<file path="src/rtl/matrix_mult_driver.sv">
// ----------------------------------------------------------------------------
// matrix_mult_driver
//
// Host-side driver for a 2x2 unsigned matrix multiplier stream core. The host
// loads two 2x2 operand matrices, then pulses go. The driver streams the eight
// operand byte pairs to the multiplier, one per cycle, marking the first pair
// with mm_start. It then gathers the four result elements returned on
// mm_out_strobe into a result buffer that the host can read at any time.
//
// Ports:
//   clk            clock, rising edge
//   RST            asynchronous reset, active-high
//   ld_en          host write strobe for an operand element
//   ld_sel         0 = matrix A, 1 = matrix B
//   ld_addr        element index {row,col}
//   ld_data        element value, unsigned
//   go             start one multiplication (single-cycle pulse)
//   busy           operation in progress (issuing or waiting for results)
//   done           one-cycle completion pulse
//   timeout_err    last operation gave up waiting for results (sticky)
//   res_addr       result index {row,col}
//   res_data       result element at res_addr (combinational read)
//   mm_start       to multiplier: first operand pair valid
//   mm_A, mm_B     to multiplier: operand bytes
//   mm_out         from multiplier: result element
//   mm_out_strobe  from multiplier: mm_out valid
// ----------------------------------------------------------------------------
module matrix_mult_driver #(
   parameter int DW      = 8,
   parameter int RW      = 17,
   parameter int TIMEOUT = 64
) (
   input  logic          clk,
   input  logic          RST,
   input  logic          ld_en,
   input  logic          ld_sel,
   input  logic [1:0]    ld_addr,
   input  logic [DW-1:0] ld_data,
   input  logic          go,
   output logic          busy,
   output logic          done,
   output logic          timeout_err,
   input  logic [1:0]    res_addr,
   output logic [RW-1:0] res_data,
   output logic          mm_start,
   output logic [DW-1:0] mm_A,
   output logic [DW-1:0] mm_B,
   input  logic [RW-1:0] mm_out,
   input  logic          mm_out_strobe
);

   // Wide enough to hold TIMEOUT-1, the last idle count before giving up.
   localparam int IW = $clog2(TIMEOUT) + 1;

   typedef enum logic [1:0] {
      S_IDLE,
      S_ISSUE,
      S_WAIT,
      S_DONE
   } state_t;

   state_t        state;
   logic [2:0]    step;
   logic [2:0]    step_nxt;
   logic [2:0]    cnt;
   logic [2:0]    cnt_next;
   logic [IW-1:0] idle_cnt;
   logic          strobe_take;

   logic [DW-1:0] mat_a [4];
   logic [DW-1:0] mat_b [4];
   logic [DW-1:0] a_fwd [4];
   logic [DW-1:0] b_fwd [4];
   logic [RW-1:0] res   [4];

   // Step s issues element e = s[2:1] (i = s[2], j = s[1]) with k = s[0]:
   // A is read at {i,k} and B at {k,j}.
   function automatic logic [1:0] a_idx(input logic [2:0] s);
      return {s[2], s[0]};
   endfunction

   function automatic logic [1:0] b_idx(input logic [2:0] s);
      return {s[0], s[1]};
   endfunction

   assign res_data = res[res_addr];
   assign step_nxt = step + 3'd1;

   // Result strobes only count while an operation is active and the buffer
   // still has room; extras are dropped.
   always_comb begin
      strobe_take = mm_out_strobe && (state == S_ISSUE || state == S_WAIT) &&
                    (cnt < 3'd4);
      cnt_next    = cnt + {2'b00, strobe_take};
   end

   // Operand matrices as they will be after this cycle's host write. The
   // first pair is registered on the same edge that samples go, so a write
   // arriving together with go has to be forwarded to be issued.
   always_comb begin
      for (int n = 0; n < 4; n++) begin
         a_fwd[n] = mat_a[n];
         b_fwd[n] = mat_b[n];
         if (ld_en && (ld_addr == 2'(n))) begin
            if (ld_sel) b_fwd[n] = ld_data;
            else        a_fwd[n] = ld_data;
         end
      end
   end

   // Control FSM with registered outputs, operand storage and result capture.
   always_ff @(posedge clk or posedge RST) begin
      if (RST) begin
         state       <= S_IDLE;
         step        <= '0;
         cnt         <= '0;
         idle_cnt    <= '0;
         busy        <= 1'b0;
         done        <= 1'b0;
         timeout_err <= 1'b0;
         mm_start    <= 1'b0;
         mm_A        <= '0;
         mm_B        <= '0;
         for (int n = 0; n < 4; n++) begin
            mat_a[n] <= '0;
            mat_b[n] <= '0;
            res[n]   <= '0;
         end
      end else begin
         done     <= 1'b0;
         mm_start <= 1'b0;
         mm_A     <= '0;
         mm_B     <= '0;

         if (strobe_take) begin
            res[cnt[1:0]] <= mm_out;
            cnt           <= cnt_next;
         end

         case (state)
            S_IDLE: begin
               for (int n = 0; n < 4; n++) begin
                  mat_a[n] <= a_fwd[n];
                  mat_b[n] <= b_fwd[n];
               end
               if (go) begin
                  state       <= S_ISSUE;
                  step        <= 3'd0;
                  cnt         <= 3'd0;
                  timeout_err <= 1'b0;
                  busy        <= 1'b1;
                  mm_start    <= 1'b1;
                  mm_A        <= a_fwd[a_idx(3'd0)];
                  mm_B        <= b_fwd[b_idx(3'd0)];
                  for (int n = 0; n < 4; n++) res[n] <= '0;
               end
            end

            S_ISSUE: begin
               if (step == 3'd7) begin
                  // All four results may already be in from early strobes.
                  if (cnt_next == 3'd4) begin
                     state <= S_DONE;
                     busy  <= 1'b0;
                     done  <= 1'b1;
                  end else begin
                     state    <= S_WAIT;
                     idle_cnt <= '0;
                  end
               end else begin
                  step <= step_nxt;
                  mm_A <= mat_a[a_idx(step_nxt)];
                  mm_B <= mat_b[b_idx(step_nxt)];
               end
            end

            S_WAIT: begin
               if (cnt_next == 3'd4) begin
                  state <= S_DONE;
                  busy  <= 1'b0;
                  done  <= 1'b1;
               end else if (strobe_take) begin
                  idle_cnt <= '0;
               end else if (idle_cnt == IW'(TIMEOUT - 1)) begin
                  // Give up; whatever results arrived stay in the buffer.
                  timeout_err <= 1'b1;
                  state       <= S_DONE;
                  busy        <= 1'b0;
                  done        <= 1'b1;
               end else begin
                  idle_cnt <= idle_cnt + IW'(1);
               end
            end

            S_DONE: begin
               state <= S_IDLE;
            end

            default: begin
               state <= S_IDLE;
               busy  <= 1'b0;
            end
         endcase
      end
   end

endmodule
</file>
<file path="config.mk">
export PLATFORM = sky130hd
export DESIGN_NAME = matrix_mult_driver
export DESIGN_NICKNAME = d
export VERILOG_FILES = /design/src/rtl/matrix_mult_driver.sv
export SDC_FILE = /design/constraint.sdc
export NUM_CORES = 1
export LEC_CHECK = 0
export ABC_CLOCK_PERIOD_IN_PS = 5600
export CAP_MARGIN = 20
export CORE_ASPECT_RATIO = 0.9
export CORE_MARGIN = 5
export CORE_UTILIZATION = 30
export CTS_BUF_LIST = sky130_fd_sc_hd__clkbuf_8 sky130_fd_sc_hd__clkbuf_16
export DETAILED_ROUTE_END_ITERATION = 10
export MAX_ROUTING_LAYER = met4
export PLACE_DENSITY = 0.58
export SYNTH_ARGS = -nofsm -noshare
export SYNTH_HDL_FRONTEND = slang
export SYNTH_SLANG_ARGS = --single-unit
</file>
<file path="constraint.sdc">
create_clock -name clk -period 5.6 [get_ports clk]
set_input_delay 1.12 -clock clk [delete_from_list [all_inputs] [get_ports clk]]
set_output_delay 1.12 -clock clk [all_outputs]
set_load 0.005 [all_outputs]
</file>
==> flow_summary.ini <==
[placed_design]
place_hpwl_mm = 11.8
globalplace.congestion = 0.778
portBuffers = 71
number_of_placed_instances_taps_included = 1059
post_place_worst_slack_ns = 1.52
place_area_um2 = 8830

[drt]
remaining_drc_errors = 0
final_antenna_net_count = 0
detailedRoute.firstPassIterationCount = 4
route.final.wire_length_mm = 18.8
route.detailed.wl_per_inst_um = 17.2
route.detailed.vias_per_inst = 4.87
route.vias.total = 5317
drt_iter0_drc = 501

[worst_setup_path]
critPathLaunchType = primary input
endpoint_kind = primary output
critical_path.max_fanout = 17
path_class = in -> out
critical_path_arrival_ns = 2.93
worst-endpoint-required_ns = 4.48

[synth]
gate_count_after_technology_mapping = 679
synth.cell_area_um2 = 7780
net_count_of_the_mapped_netlist = 723
syn_area_per_cell_um2 = 11.5
postSynth.topFlopCell = dfrtp_1
combinational_family_with_the_most_area_after_synthesis = multiplexers
yosys_register_bits = 167
synth_adder_area_share_pct = 1.45
sequential_area_share_after_synthesis_pct = 53.7
synth_edf_count = 0
synth_simple_gate_area_share_pct = 12.1
synthArstFlopShare_pct = 100
post_synth_xor_area_fraction_pct = 0.113
synth-compound-area-share_pct = 8.33
post_synth_mux_area_share_pct = 21.4
synth.distinct_cells = 42
synth-warning-count = 0

[floorplanning]
floorplan.core_area_um2 = 25300
dieHeight_um = 163
fp.dieW_um = 180
floorplan.die_area_um2 = 29200
initial_core_util_pct = 30.7
pin_count = 72
placementRows = 55

[timing]
whs_ns = 0.506
grt_setup_unrepaired = no
finalWorstSetupSlack_ns = 1.55
achievable-frequency_mhz = 247
slew_viol_final = 0
total_count_of_hold_check_failures_in_the_final_report = 0
max_slew_margin_pct = 33.2
tightest_slew_ns = 1.00
timing.clock.skew_ns = 0.0185
setup_tns_ns = 0
final_critical_path_time_including_i_o_delays_and_setup_ns = 4.05
report.final.setup_viol = 0
final.period_utilization_pct = 72.3

[final_layout]
post_layout_nonfiller_instances = 1092
layout_common_cells = 171 x nand2_1, 167 x dfrtp_1, 73 x a21oi_1
finished_cell_area_um2 = 9460
layout.cells.most_common = nand2_1
drive_above_1_share_pct = 20.7
finish.utilization_pct = 37.3
filler_cell_count = 2547
final_net_count = 780
areaGrowthSynthToFinish_pct = 21.6

[global_route]
global_route_wire_length_before_repair_mm = 31.0
grt_use_total_pct = 13.6
largest_net_degree_at_the_start_of_global_routing = 168
grt-ovfl-total = 0
first_global_vias = 5426
grt_antenna_before_repair = 1

[clock_network]
clk_latency_ns = 0.43
cts.sinks = 167
postCtsHoldBufs = 0
cts_htree_levels = 4
postCtsResizedCells = 0
ctsLongestPathBuffers = 2
cts_setup_buffers = 0
total_clock_buffers_created_by_cts = 17
ctsRootBufferMaster = clkbuf_16
tritoncts_clock_tree = yes
clk_pin_slew_worst_paths_ns = 0.07

[pwr]
leakagePower_nw = 3.94
peakVddDrop_v = 0.000212
power_density_nw_per_um2 = 514
power.total_mw = 4.86

[outcome]
status = completed

[run]
timing.max_cap.violations = 0

[hold_path]
min-delay-path-class = reg -> reg
-- critical path, cell delays in order --
cell             delay [ns]
clkdlybuf4s50_1        0.46
buf_4                  0.32
mux4_2                 0.55
clkdlybuf4s50_1        0.47
-- layout make-up --
type | instances | area (µm²) | share of cell area [%]
antenna | 1 | 2.50 | 0.0265
clock buffer | 17 | 425 | 4.50
clock inverter | 15 | 198 | 2.09
inverter | 10 | 46.3 | 0.490
multi-input combinational | 459 | 3380 | 35.7
sequential | 167 | 4180 | 44.2
tap | 342 | 428 | 4.53
timing repair buffer | 81 | 798 | 8.44
-- power by group --
group	switching [mW]	total, mW	internal, mW	leakage, nW
Combinational	0.820	1.71	0.888	1.45
Clock	0.602	1.22	0.615	0.297
Sequential	0.261	1.93	1.67	2.20
-- synth_stat cells (6+ instances only) --
library cell | instances | area, µm²
a21oi_1 | 73 | 365
buf_2 | 13 | 65.1
clkbuf_1 | 25 | 93.8
dfrtp_1 | 167 | 4180
ha_1 | 9 | 113
inv_1 | 8 | 30.0
mux2_2 | 65 | 732
mux2i_1 | 19 | 190
mux4_2 | 33 | 743
nand2_1 | 171 | 642
nor2_1 | 9 | 33.8
nor2b_1 | 6 | 37.5
o21ai_0 | 23 | 115
-- path summary, 6_finish.rpt --
path / endpoint / startpoint / cells past startpoint / slack [ns]
max: res_data[15] / res_addr[0] / 4 / 1.55
min: mat_a[11] / mat_a[11] / 1 / 0.51
max reg2reg: state[0] / state[0] / 10 / 2.65
min reg2reg: mat_a[11] / mat_a[11] / 1 / 0.51
max in group asynchronous: res[42] / RST / 3 / 3.56
min in group asynchronous: mm_B[6] / RST / 3 / 1.24
-- flip-flops by register name, indices dropped and copies added, names as in the netlist, 2 cells and up --
name,cells
state,2
mat_b,32
idle_cnt,7
res,68
mm_B,8
mat_a,32
step,3
cnt,3
mm_A,8
-- routing by layer --
metal  global-route usage (%)  routed length (µm)  vias to the layer above
li1                         -                   -                     2506
met2                     21.1                8870                      102
met3                     2.81                 722                       15
met1                     18.6                8960                     2694
met4                     3.36                 228                        0
met5                        -                   0                        -
-- kinds of logic after synthesis --
kind of cell,Yosys count
flops,167
simple gates,216
compound gates,116
xor+xnor,1
fa+ha+maj,9
buf+inv,53
mux,117
Note: power is estimated with default switching activity, not from simulation.
